File: src/rtl/cla_pipe_adder.sv
// Pipelined carry-lookahead adder/subtractor: 4-bit lookahead groups plus a second-level carry unit.
// Optional signed overflow output enabled by defining CLA_PIPE_OVF_EN.
module cla_pipe_adder #(
  parameter int unsigned WIDTH = 16,
  parameter int unsigned PIPE  = 0
) (
  input  logic             clk,
  input  logic             rst,
  input  logic             in_valid,
  output logic             in_ready,
  input  logic [WIDTH-1:0] a,
  input  logic [WIDTH-1:0] b,
  input  logic             cin,
  input  logic             sub,
  output logic             out_valid,
  input  logic             out_ready,
  output logic [WIDTH-1:0] sum,
  output logic             cout,
  output logic             g_out,
  output logic             p_out,
  output logic             ovf
);

  localparam int NG = int'(WIDTH / 4);

  if (WIDTH % 4 != 0 || WIDTH < 4 || WIDTH > 64) begin : g_bad_width
    $error("cla_pipe_adder: WIDTH must be a multiple of 4 in 4..64");
  end
  if (PIPE > 1) begin : g_bad_pipe
    $error("cla_pipe_adder: PIPE must be 0 or 1");
  end

  function automatic logic grp_and(input logic [NG-1:0] v, input int lo, input int hi);
    logic r;
    r = 1'b1;
    for (int i = 0; i < NG; i++) if (i >= lo && i <= hi) r &= v[i];
    return r;
  endfunction

  function automatic logic bit_and(input logic [2:0] v, input int lo, input int hi);
    logic r;
    r = 1'b1;
    for (int i = 0; i < 3; i++) if (i >= lo && i <= hi) r &= v[i];
    return r;
  endfunction

  // The whole pipeline advances together; reset forces acceptance-ready.
  logic w_en;
  assign w_en     = ~(out_valid & ~out_ready);
  assign in_ready = rst | w_en;

  // Stage 0: operand capture with B already conditionally inverted.
  logic             r_v0, r_c00;
  logic [WIDTH-1:0] r_a0, r_b0;

  always_ff @(posedge clk) begin
    if (rst) begin
      r_v0  <= 1'b0;
      r_a0  <= '0;
      r_b0  <= '0;
      r_c00 <= 1'b0;
    end else if (w_en) begin
      r_v0  <= in_valid;
      r_a0  <= a;
      r_b0  <= sub ? ~b : b;
      r_c00 <= sub | cin;
    end
  end

  // Stage 1: per-bit and per-group generate/propagate.
  logic [WIDTH-1:0] w_g1, w_p1, w_t1;
  logic [NG-1:0]    w_gg1, w_gp1;
  logic [3*NG-1:0]  w_gl1, w_tl1;

  assign w_g1 = r_a0 & r_b0;
  assign w_p1 = r_a0 ^ r_b0;
  assign w_t1 = r_a0 | r_b0;

  always_comb begin
    w_gg1 = '0;
    w_gp1 = '0;
    w_gl1 = '0;
    w_tl1 = '0;
    for (int k = 0; k < NG; k++) begin
      w_gg1[k] = w_g1[4*k+3] | (w_t1[4*k+3] & w_g1[4*k+2])
               | (w_t1[4*k+3] & w_t1[4*k+2] & w_g1[4*k+1])
               | (w_t1[4*k+3] & w_t1[4*k+2] & w_t1[4*k+1] & w_g1[4*k]);
      w_gp1[k] = &w_t1[4*k +: 4];
      // Only the low three bits of each group feed in-group carries.
      w_gl1[3*k +: 3] = w_g1[4*k +: 3];
      w_tl1[3*k +: 3] = w_t1[4*k +: 3];
    end
  end

  logic             w_v2, w_c02;
  logic [WIDTH-1:0] w_p2;
  logic [NG-1:0]    w_gg2, w_gp2;
  logic [3*NG-1:0]  w_gl2, w_tl2;

  if (PIPE == 1) begin : g_pipe
    logic             r_v1, r_c01;
    logic [WIDTH-1:0] r_p1;
    logic [NG-1:0]    r_gg1, r_gp1;
    logic [3*NG-1:0]  r_gl1, r_tl1;

    always_ff @(posedge clk) begin
      if (rst) begin
        r_v1  <= 1'b0;
        r_c01 <= 1'b0;
        r_p1  <= '0;
        r_gg1 <= '0;
        r_gp1 <= '0;
        r_gl1 <= '0;
        r_tl1 <= '0;
      end else if (w_en) begin
        r_v1  <= r_v0;
        r_c01 <= r_c00;
        r_p1  <= w_p1;
        r_gg1 <= w_gg1;
        r_gp1 <= w_gp1;
        r_gl1 <= w_gl1;
        r_tl1 <= w_tl1;
      end
    end

    assign w_v2  = r_v1;
    assign w_c02 = r_c01;
    assign w_p2  = r_p1;
    assign w_gg2 = r_gg1;
    assign w_gp2 = r_gp1;
    assign w_gl2 = r_gl1;
    assign w_tl2 = r_tl1;
  end else begin : g_nopipe
    assign w_v2  = r_v0;
    assign w_c02 = r_c00;
    assign w_p2  = w_p1;
    assign w_gg2 = w_gg1;
    assign w_gp2 = w_gp1;
    assign w_gl2 = w_gl1;
    assign w_tl2 = w_tl1;
  end

  // Stage 2: flattened sum-of-products for group carries, then in-group carries.
  logic [NG:0]      w_cg;
  logic [WIDTH-1:0] w_c, w_sum;
  logic             w_gall;

  always_comb begin
    w_cg    = '0;
    w_cg[0] = w_c02;
    for (int k = 0; k < NG; k++) begin
      w_cg[k+1] = w_c02 & grp_and(w_gp2, 0, k);
      for (int j = 0; j <= k; j++) begin
        w_cg[k+1] = w_cg[k+1] | (w_gg2[j] & grp_and(w_gp2, j + 1, k));
      end
    end
    w_c = '0;
    for (int k = 0; k < NG; k++) begin
      for (int m = 0; m < 4; m++) begin
        w_c[4*k+m] = w_cg[k] & bit_and(w_tl2[3*k +: 3], 0, m - 1);
        for (int j = 0; j < m; j++) begin
          w_c[4*k+m] = w_c[4*k+m] | (w_gl2[3*k+j] & bit_and(w_tl2[3*k +: 3], j + 1, m - 1));
        end
      end
    end
    w_gall = 1'b0;
    for (int j = 0; j < NG; j++) w_gall = w_gall | (w_gg2[j] & grp_and(w_gp2, j + 1, NG - 1));
  end

  assign w_sum = w_p2 ^ w_c;

  always_ff @(posedge clk) begin
    if (rst) begin
      out_valid <= 1'b0;
      sum       <= '0;
      cout      <= 1'b0;
      g_out     <= 1'b0;
      p_out     <= 1'b0;
    end else if (w_en) begin
      out_valid <= w_v2;
      sum       <= w_sum;
      cout      <= w_cg[NG];
      g_out     <= w_gall;
      p_out     <= &w_gp2;
    end
  end

`ifdef CLA_PIPE_OVF_EN
  // Signed overflow is the carry into the MSB differing from the carry out of it.
  always_ff @(posedge clk) begin
    if (rst)       ovf <= 1'b0;
    else if (w_en) ovf <= w_c[WIDTH-1] ^ w_cg[NG];
  end
`else
  assign ovf = 1'b0;
`endif

endmodule

File: config.mk
export PLATFORM = sky130hd
export DESIGN_NAME = cla_pipe_adder
export DESIGN_NICKNAME = d
export VERILOG_FILES = /design/src/rtl/cla_pipe_adder.sv
export SDC_FILE = /design/constraint.sdc
export NUM_CORES = 1
export LEC_CHECK = 0
export BUFFER_PORTS_ARGS = -buffer_cell sky130_fd_sc_hd__buf_2
export CELL_PAD_IN_SITES_DETAIL_PLACEMENT = 1
export CELL_PAD_IN_SITES_GLOBAL_PLACEMENT = 1
export CORE_MARGIN = 8
export CORE_UTILIZATION = 37
export DETAILED_ROUTE_END_ITERATION = 7
export PLACE_DENSITY = 0.79
export RECOVER_POWER = 50
export REMOVE_ABC_BUFFERS = 1
export SYNTH_ARGS = -nofsm -noshare
export SYNTH_HDL_FRONTEND = slang
export SYNTH_SLANG_ARGS = --single-unit
File: constraint.sdc
create_clock -name clk -period 2 [get_ports clk]
set_input_delay 0.2 -clock clk [delete_from_list [all_inputs] [get_ports clk]]
set_output_delay 0.2 -clock clk [all_outputs]
set_load 0.05 [all_outputs]
Yosys cells after proc, flatten, opt, wreduce, memory -nomap -nowiden
Index checks and enable logic that the tools add are counted.
{"block": "op_classes", "n_bitwise": 131, "mux": 1, "n_reduce_logical": 5}
{"cell": "AND 1 bit", "n": 73}
{"cell": "bitwise OR 1 bit", "n": 51}
{"cell": "XOR 16 bit", "n": 2}
{"cell": "AND 16 bit", "n": 1}
{"cell": "two-way mux 16 bit", "n": 1}
{"cell": "NOT 16 bit", "n": 1}
{"cell": "bitwise OR 16 bit", "n": 1}
{"cell": "AND reduction 16 bit", "n": 1}
{"cell": "AND reduction 4 bit", "n": 4}
{"cell": "NOT 1 bit", "n": 2}
{"block": "word_totals", "input_bits": 38, "reg_bits": 54, "wordCells": 146}

Depth between registers and ports, before layout
Gate-level depths: netlist (run 1).
{"block": "logic_depth", "word_depth": 14, "mapped_depth": 9}

Worst setup path before layout (run 1)
No wires, ideal clock.
{"block": "synth_path", "kind": "register to register", "from": "register r_a0[9]", "to": "register sum[13]", "setup_time_ns": 0.086, "path_slack_ns": -0.102, "stages_incl_launch_ff": 8, "arrival_ns": 2.017, "t_required_ns": 1.914, "cell_sequence": "dfxtp_1 > ha_1 > o21bai_1 > a221o_1 > a311o_1 > fa_1 > xnor2_1 > a211oi_1"}
{"block": "synth_via", "elab_chain_len": 10, "word_cells_on_any_way": 19, "classes_between": "bitwise: 18; reduce/logical: 1"}
{"element": "start: declaration", "line": "54", "rtl": "logic [WIDTH-1:0] r_a0, r_b0;"}
{"element": "start signal: assignment", "line": "59", "rtl": "r_a0 <= '0;"}
{"element": "start signal: assignment", "line": "64", "rtl": "r_a0 <= a;"}
{"element": "bitwise OR 16 bit", "line": "77", "rtl": "assign w_t1 = r_a0 | r_b0;"}
{"element": "AND reduction 4 bit", "line": "88", "rtl": "w_gp1[k] = &w_t1[4*k +: 4];"}
{"element": "AND 1 bit", "line": "36", "rtl": "for (int i = 0; i < NG; i++) if (i >= lo && i <= hi) r &= v[i];"}
{"element": "AND 1 bit, on equally long branches", "line": "152, 154"}
{"element": "bitwise OR 1 bit (2 in a row)", "line": "154", "rtl": "w_cg[k+1] = w_cg[k+1] | (w_gg2[j] & grp_and(w_gp2, j + 1, k));"}
{"element": "bitwise OR 1 bit (*)", "line": "154"}
{"element": "AND 1 bit (*)", "line": "160", "rtl": "w_c[4*k+m] = w_cg[k] & bit_and(w_tl2[3*k +: 3], 0, m - 1);"}
{"element": "bitwise OR 1 bit (*)", "line": "162", "rtl": "w_c[4*k+m] = w_c[4*k+m] | (w_gl2[3*k+j] & bit_and(w_tl2[3*k +: 3], j + 1, m - 1));"}
{"element": "XOR 16 bit (*)", "line": "170", "rtl": "assign w_sum = w_p2 ^ w_c;"}
{"element": "end signal: assignment", "line": "181", "rtl": "sum <= w_sum;"}
{"element": "end: declaration", "line": "17", "rtl": "output logic [WIDTH-1:0] sum,"}
Every way passes the cells marked *; elsewhere a longest branch is shown, timed or not.
A chain may end at the register's enable or synchronous reset.

Worst setup path after layout (run 1)
Same ends and word-level chain as after synthesis.

==> flow_summary.toml, run 1 <==
[status]
status = "finished with violations"
violations = "negative setup slack"

[logic_synthesis]
asyncSetResetFlopFracSynth = 0
dominantRegCellSynth = "dfxtp_1"
synthTopCellsByCount = "54 x dfxtp_1, 53 x nand2_1, 41 x inv_1, 36 x nor2_1, 32 x ha_1"
netlist_area_sq_um = 3173
yosysWarnings = 0
synth_cell_types = 54
synth_edf_count = 0
yosysSeqAreaShare = 0.3407
yosysMostFrequentCell = "dfxtp_1"
synthCells = 376
synth_top_area_cell = "dfxtp_1"
syn_area_per_cell_sq_um = 8.439
synth_area_leaders = "dfxtp_1 34%, ha_1 13%, nand2_1 6.3%, a211oi_1 5.7%, xor2_1 5.2%"
synth_top_area_frac = 0.3407
synth-seq-cells = 54

[finish]
final_nets = 552
area_growth_pct = 35.76
stdcell_area_sq_um = 4308
final_util = 0.5217
final.fill_count = 1003
insertedDiodeCount = 0
seq_area_sq_um = 1105
multi_input_area_sq_um = 2102
post_layout_nonfiller_instances = 582
layout-drive-gt1-share = 0.3711

[timing]
final.min_clock_period_ps = 2240
setup-tns-final_ps = -1481
clock_skew_ps = 4.125
rsz0062_at_grt = "true"
slew_headroom = 0.2821
fin_crit_sh = 1.120
layout_setup_ws_ps = -240.1
max_clock_freq_ghz = 0.4464
worst_pin_slew_ps = 1072
hold_viol = 0
setup_violations = 13
drv_slew = 0

[clock_tree]
cts_tree = "built"
worstSkewPairLatency_ps = 320
clock_path_buffers = 2
cts.clk_slew.worst_paths_ps = 100
numCtsBuffers = 5
ctsRootBufferMaster = "clkbuf_8"
cts_htree_levels = 2
clkSinkCount = 54

[critical_path]
cp.required_ps = 2250
cp-startpoint = "r_a0[9]"
r2r_setup_slack_ps = -240
path_cells = "ha_4 -> o21bai_4 -> a221o_1 -> a311o_1 -> fa_2 -> xnor2_2 -> a211oi_2"
path_depth = 7
cp-end-kind = "flop"
critPathMaxStageDelay_ps = 390
critPathArrivalTime_ps = 2490
cp_top_family = "compound AO/OA/AOI/OAI gates"
worstPathMaxFanout = 3
slowest_stage = "dfxtp_4"
worstSetupPathType = "reg2reg"
reg2regPathDepth = 7
cp-start-kind = "flop"
crit_end = "sum[13]"
r2r_end = "sum[13]"
path_buf_inv = 0
rr_startpoint = "r_a0[9]"

[placement]
hpwlAfterDp_um = 6693
numPlacedInstances = 560
portBuffers = 58
placed_area_sq_um = 3830
place_congestion = 0.7781

[pwr]
peakVddDrop_v = 0.0003151
leakagePower_nw = 1.924
power.density_nw_per_um2 = 676.9
power_mw = 2.916

[global_routing]
grt_max_degree = 44
grtUsageTotal = 0.1813
grt_pass1_wl_um = 17040
grt_pass1_vias = 3479
gr-total-overflow = 0
antenna_found_initial = 0

[routing]
first_pass_iters = 4
drtIter0Drc = 43
vias_per_cell = 5.120
drtAntennaViolNets = 0
drt-total-wl_um = 10770
routedWlPerCell_um = 18.50
drc = 0
via_count = 2980

[job]
maxCapViolCount = 0

[die]
die_x_um = 108.6
io_pins = 60
initial_utilization = 0.3842
die_h_um = 108.6
num_rows = 33
core_sq_um = 8258
die_area_sq_um = 11800

[worst_hold_path]
hold_path_class = "in2reg"
min_delay_path_depth = 3
## what timing repair did
action,4_1_cts,5_1_grt
pin swaps,22,7
gates resized for setup,56,25
setup endpoints to repair,8,14
hold buffers,0,0
setup buffers,13,5
## sequential cells by signal, summed over array words and instances, names as in the netlist
| name | count |
|---|---|
| out_valid | 1 |
| r_b0 | 16 |
| r_v0 | 1 |
| cout | 1 |
| g_out | 1 |
| r_c00 | 1 |
| p_out | 1 |
| r_a0 | 16 |
| sum | 16 |
## cell families after synthesis
family          count (synthesis)  share of synthesized area
simple gates                  118                     0.1755
compound gates                 79                     0.1782
buf+inv                        64                    0.08636
flops                          54                     0.3407
fa+ha+maj                      36                     0.1514
xor+xnor                       23                    0.06348
other cells                     1                   0.001182
mux                             1                   0.003155
## final cells by class
| type | instances | share of cell area |
|---|---|---|
| multi-input combinational | 258 | 0.4879 |
| sequential | 54 | 0.2565 |
| timing repair buffer | 116 | 0.1679 |
| inverter | 43 | 0.03805 |
| tap | 105 | 0.03050 |
| clock buffer | 6 | 0.01917 |
## power by group
part / total, mW / switching [mW] / internal [mW]
logic: 1.01 / 0.610 / 0.400
clock network: 0.647 / 0.378 / 0.269
registers: 1.26 / 0.0760 / 1.18
## worst reg2reg max path, stage by stage (launching register included)
cell      delay [ps]
dfxtp_4          390
ha_4             160
o21bai_4         160
a221o_1          380
a311o_1          380
fa_2             380
xnor2_2          160
a211oi_2         170
## routing by layer
metal  track usage  share of wire  up-vias
li1              -              -     1436
met1        0.1861           0.39     1451
met2        0.3514           0.54       65
met3       0.03629          0.037       28
met4       0.06745          0.032        0
met5             0              0        -
## placed cells by master, fill, tap and decap left out, types with 2 or more instances in the layout
cell type and count:
nand2_1 53, o21ai_0 2, dfxtp_1 37, buf_6 4, xnor2_1 2, clkbuf_8 6, nand4b_1 2, a21o_1 5
a21oi_1 24, nand3b_1 3, clkbuf_2 2, nor2_1 35, ha_4 10, buf_2 38, dfxtp_2 16, nor3_2 3
nor3_1 2, ha_1 20, nor2b_2 3, ha_2 2, xnor2_2 2, inv_1 31, fa_2 3, a211oi_1 21
clkbuf_1 20, inv_2 11, o21bai_1 3, xor2_1 19, a211oi_2 2, nor4_4 3, buf_4 51, a21oi_2 4
## metrics by stage
stage	hold WS, ps	setup WS (ps)
detailed placement	427.5	-210.1
CTS	114.3	-149.5
finish	107.9	-240.1
global route	106.9	-345.1
global placement	423.3	-114.6
floorplan	268.9	-1582
## how the worst min path moves through the flow
stage	startpoint	endpoint
after floorplan	rst	sum[15]
after global placement	p_out	p_out
after detailed placement	p_out	p_out
after CTS	a[7]	r_a0[7]
after global routing	a[6]	r_a0[6]
final	a[6]	r_a0[6]
Power figures use the tool's default switching activity.
==> run 2: changes to the inputs <==
--- a/config.mk
+++ b/config.mk
@@ -12,7 +12,6 @@
 export CORE_UTILIZATION = 37
 export DETAILED_ROUTE_END_ITERATION = 7
 export PLACE_DENSITY = 0.79
-export RECOVER_POWER = 50
 export REMOVE_ABC_BUFFERS = 1
 export SYNTH_ARGS = -nofsm -noshare
 export SYNTH_HDL_FRONTEND = slang
==> flow_summary.toml, run 2 (same netlist as run 1, synthesis figures left out) <==
[global_routing]
grt_pass1_wl_um = 17040
grt-busiest-layer = "met2"
antenna_found_initial = 0
grtUsageMet3 = 0.03629
grt_use_met1 = 0.1861
grt_pass1_vias = 3479
grt_max_degree = 44
gr-total-overflow = 0
use_met2 = 0.3514
grtUsageTotal = 0.1813

[critical_path]
cp-start-kind = "flop"
critPathArrivalTime_ps = 2490
reg2regPathDepth = 7
r2r_end = "sum[13]"
cp-end-kind = "flop"
r2r_setup_slack_ps = -240
path_cells = "ha_4 -> o21bai_4 -> a221o_1 -> a311o_1 -> fa_2 -> xnor2_2 -> a211oi_2"
critPathMaxStageDelay_ps = 390
worstSetupPathType = "reg2reg"
cp.required_ps = 2250
slowest_stage = "dfxtp_4"
crit_end = "sum[13]"
cp-startpoint = "r_a0[9]"
worstPathMaxFanout = 3
rr_startpoint = "r_a0[9]"

[timing]
layout_setup_ws_ps = -239.7
hold_viol = 0
worst_pin_slew_ps = 643.9
rsz0062_at_grt = "true"
clock_skew_ps = 4.819
setup_violations = 7
fin_crit_sh = 1.120
drv_slew = 0
final.min_clock_period_ps = 2240
slew_headroom = 0.5698
hold_ws_ps = 109.0
max_clock_freq_ghz = 0.4465

[job]
maxCapViolCount = 0

[die]
num_rows = 33
die_area_sq_um = 11800
initial_utilization = 0.3842
core_sq_um = 8258
die_x_um = 108.6
die_h_um = 108.6
io_pins = 60

[status]
violations = "negative setup slack"
status = "finished with violations"

[finish]
final.fill_count = 999
reg.largest.list = "r_a0 (16), r_b0 (16), sum (16)"
final_common_cell = "buf_2"
final_cell_mix = "58 x buf_2, 53 x nand2_1, 53 x buf_4"
layout-drive-gt1-share = 0.4130
post_layout_nonfiller_instances = 582
insertedDiodeCount = 0
area_growth_pct = 37.15
final_util = 0.5270
final_nets = 552

[pwr]
power.density_nw_per_um2 = 673.2
peakVddDrop_v = 0.0003159
leakagePower_nw = 2.006

[placement]
hpwlAfterDp_um = 6693
numPlacedInstances = 560
portBuffers = 58
place_congestion = 0.7781

[routing]
via_count = 2980
first_pass_iters = 4
drtIter0Drc = 57
drtAntennaViolNets = 0
vias_per_cell = 5.120
routedWlPerCell_um = 18.42
drc = 0
drt-total-wl_um = 10720

[clock_tree]
worstSkewPairLatency_ps = 320
cts.clk_slew.worst_paths_ps = 100
clock_path_buffers = 2
clkSinkCount = 54
numCtsBuffers = 5
ctsRootBufferMaster = "clkbuf_8"
cts_tree = "built"
cts_htree_levels = 2

[worst_hold_path]
hold_path_class = "in2reg"
holdCritStartpoint = "a[6]"
## run 2: worst min-delay path by stage
stage,to,slack [ps],cells after the start
2_1_floorplan,sum[15],270,1
3_3_place_gp,p_out,420,2
3_5_place_dp,p_out,430,2
4_1_cts,r_a0[7],110,3
5_1_grt,r_a0[6],110,3
6_report,r_a0[6],110,3
## run 2: area by class of cell
| cell class | count | area [sq um] | share of cell area |
|---|---|---|---|
| clock buffer | 6 | 82.58 | 0.01898 |
| inverter | 43 | 163.9 | 0.03767 |
| multi-input combinational | 258 | 2107 | 0.4842 |
| sequential | 54 | 1105 | 0.2539 |
| tap | 105 | 131.4 | 0.03019 |
| timing repair buffer | 116 | 762.0 | 0.1751 |
## run 2: where the power goes
group | switching, mW | internal (mW) | leakage [nW]
registers | 0.0742 | 1.18 | 0.453
logic | 0.611 | 0.418 | 1.51
clock network | 0.376 | 0.269 | 0.0431
## run 2: worst max-delay path, delay by kind of cell, from the launching register on
family / cells / cell delay, ps
AOI/OAI and AO/OA: 4 / 1090
adders and majority gates: 2 / 540
DFF: 1 / 390
xor gates and xnor gates: 1 / 160
## run 2: per-layer routing
layer,vias to the layer above,routed length [um]
met5,-,0
met4,0,345
met3,27,388
met2,64,5734
met1,1451,4249
li1,1438,-
## run 2: repair_timing
action                                 4_1_cts  5_1_grt
buffers inserted                            13        5
hold buffers                                 0        0
pin swaps                                   22        7
setup endpoints to repair                    8       14
endpoints found under the hold margin        0        0
resized for setup                           56       25
cloned                                       0        0
## run 2: metrics by stage
stage          worst slack, ps  instance area [sq um]  setup TNS [ps]  total power, mW
2_1_floorplan            -1582                   3060          -64780            1.793
3_3_place_gp            -114.6                   3830          -268.1            2.077
6_report                -239.7                   4352           -1169            2.929
3_5_place_dp            -210.1                   3830          -700.6            2.116
5_1_grt                 -329.7                   4352           -2066            3.074
4_1_cts                 -149.5                   4237          -349.5            2.858
==> run 3: changes to the inputs <==
--- a/config.mk
+++ b/config.mk
@@ -9,9 +9,9 @@
 export CELL_PAD_IN_SITES_DETAIL_PLACEMENT = 1
 export CELL_PAD_IN_SITES_GLOBAL_PLACEMENT = 1
 export CORE_MARGIN = 8
-export CORE_UTILIZATION = 37
+export CORE_UTILIZATION = 40
 export DETAILED_ROUTE_END_ITERATION = 7
-export PLACE_DENSITY = 0.79
+export PLACE_DENSITY = 0.81
 export REMOVE_ABC_BUFFERS = 1
 export SYNTH_ARGS = -nofsm -noshare
 export SYNTH_HDL_FRONTEND = slang
==> constraint.sdc (replaced) <==
create_clock -name clk -period 2.5 [get_ports clk]
set_input_delay 0.25 -clock clk [delete_from_list [all_inputs] [get_ports clk]]
set_output_delay 0.25 -clock clk [all_outputs]
set_load 0.05 [all_outputs]
==> flow_summary.toml, run 3 (same netlist as run 1, synthesis figures left out) <==
[status]
status = "finished clean"

[finish]
insertedDiodeCount = 0
post_layout_nonfiller_instances = 530
final.fill_count = 957
layout-drive-gt1-share = 0.2079
final_cell_mix = "58 x buf_2, 54 x dfxtp_1, 53 x nand2_1"
stdcell_area_sq_um = 3669
area_growth_pct = 15.62
reg.largest.list = "r_a0 (16), r_b0 (16), sum (16)"
final_nets = 501
final_common_cell = "buf_2"

[clock_tree]
cts_tree = "built"
numCtsBuffers = 5
cts.clk_slew.worst_paths_ps = 100
ctsRootBufferMaster = "clkbuf_8"
cts_htree_levels = 2
clock_path_buffers = 2
clkSinkCount = 54
worstSkewPairLatency_ps = 310

[placement]
numPlacedInstances = 521
place_congestion = 0.8081
placed_area_sq_um = 3543
portBuffers = 58
hpwlAfterDp_um = 5935

[critical_path]
worst_path_most_repeated_cell = "nand2_1"
critPathMaxStageDelay_ps = 450
cp-start-kind = "flop"
critPathArrivalTime_ps = 2590
r2r_setup_slack_ps = 120
cp-end-kind = "flop"
worstPathMaxFanout = 7
path_cells = "inv_1 -> ha_1 -> nor4_2 -> nand2_1 -> nand3_4 -> a311o_1 -> fa_1 -> nand2_1 -> a21oi_1"
worstSetupPathType = "reg2reg"
slowest_stage = "fa_1"
cp.required_ps = 2710

[pwr]
power.density_nw_per_um2 = 600.3
power_mw = 2.202
peakVddDrop_v = 0.0004071
p_sw_mw = 0.7496
p_clk_frac = 0.274
seq_power_share = 0.451
power.internal_mw = 1.452
leakagePower_nw = 1.722
p_sw_frac = 0.3404
p_comb_frac = 0.275

[routing]
met3_wirelength_um = 290
top_layer = "met4"
first_pass_iters = 4
drtIter0Drc = 43
wl_met1_um = 3617
routedWlPerCell_um = 14.75
vias_per_cell = 5.002
drc = 0
drtAntennaViolNets = 0
via_count = 2651
drt-total-wl_um = 7816
wl_met2_um = 3826

[die]
die_area_sq_um = 11040
die_h_um = 105.1
initial_utilization = 0.4106
die_x_um = 105.1
num_rows = 32
core_sq_um = 7727
io_pins = 60

[global_routing]
gr-total-overflow = 0
grtUsageTotal = 0.1451
grt_pass1_wl_um = 13520
grt_max_degree = 36
grt_pass1_vias = 2843
antenna_found_initial = 0

[timing]
max_clock_freq_ghz = 0.4210
hold_ws_ps = 167.0
worst_pin_slew_ps = 826.6
clock_skew_ps = 6.676
setup-tns-final_ps = 0
drv_slew = 0
slew_headroom = 0.4478
hold_viol = 0
fin_crit_sh = 0.9501
final.min_clock_period_ps = 2375
setup_violations = 0

[job]
maxCapViolCount = 0

[worst_hold_path]
hold_path_class = "in2reg"
[run 3: layout make-up]
type,count,area [sq um],share of cell area
Sequential cell,54,1081,0.2947
Clock inverter,2,37.54,0.01023
Multi-Input combinational cell,258,1833,0.4997
Tap cell,102,127.6,0.03479
Inverter,43,161.4,0.04400
Timing Repair Buffer,65,355.3,0.09686
Clock buffer,6,72.57,0.01978
[run 3: worst max-delay path, delay by kind of cell (launching register included)]
family                   cells  cell delay (ps)
AO/OA/AOI/OAI                2              370
buffers and inverters        1               90
AND/OR/NAND/NOR              4              770
flip-flops                   1              370
adder cells (fa/ha/maj)      2              680
[run 3: power groups by stage]
stage          logic, mW  clock network [mW]  registers [mW]
4_1_cts            0.611               0.616           0.994
2_1_floorplan      0.293                   0            1.14
5_1_grt            0.671               0.652            1.01
6_report           0.605               0.604           0.993
3_5_place_dp       0.605                   0            1.01
3_3_place_gp       0.589                   0            1.01
[run 3: path summary, 6_finish.rpt]
path                                from  endpoint  cells past startpoint
worst max-delay path             r_a0[0]   sum[12]                      9
worst min-delay path            in_valid      r_v0                      3
worst max register to register   r_a0[0]   sum[12]                      9
worst min register to register     p_out     p_out                      2
[run 3: timing repair]
item                                    in CTS  in global routing
setup buffers                                0                  1
endpoints found under the setup margin       0                  1
hold buffers                                 0                  0
resized for setup                            0                  1
[run 3: routing by layer]
layer,global-route usage,vias to the layer above
li1,-,1341
met1,0.1778,1253
met2,0.2502,50
met3,0.03563,7
met4,0.03160,0
met5,0,-
[run 3: metrics by stage]
stage,utilization,setup slack [ps]
after floorplan,-,-1082
after global placement,0.4585,286.4
after detailed placement,0.4585,179.6
after CTS,0.4728,138.6
after global routing,0.4747,-7.508
final,0.4747,124.9
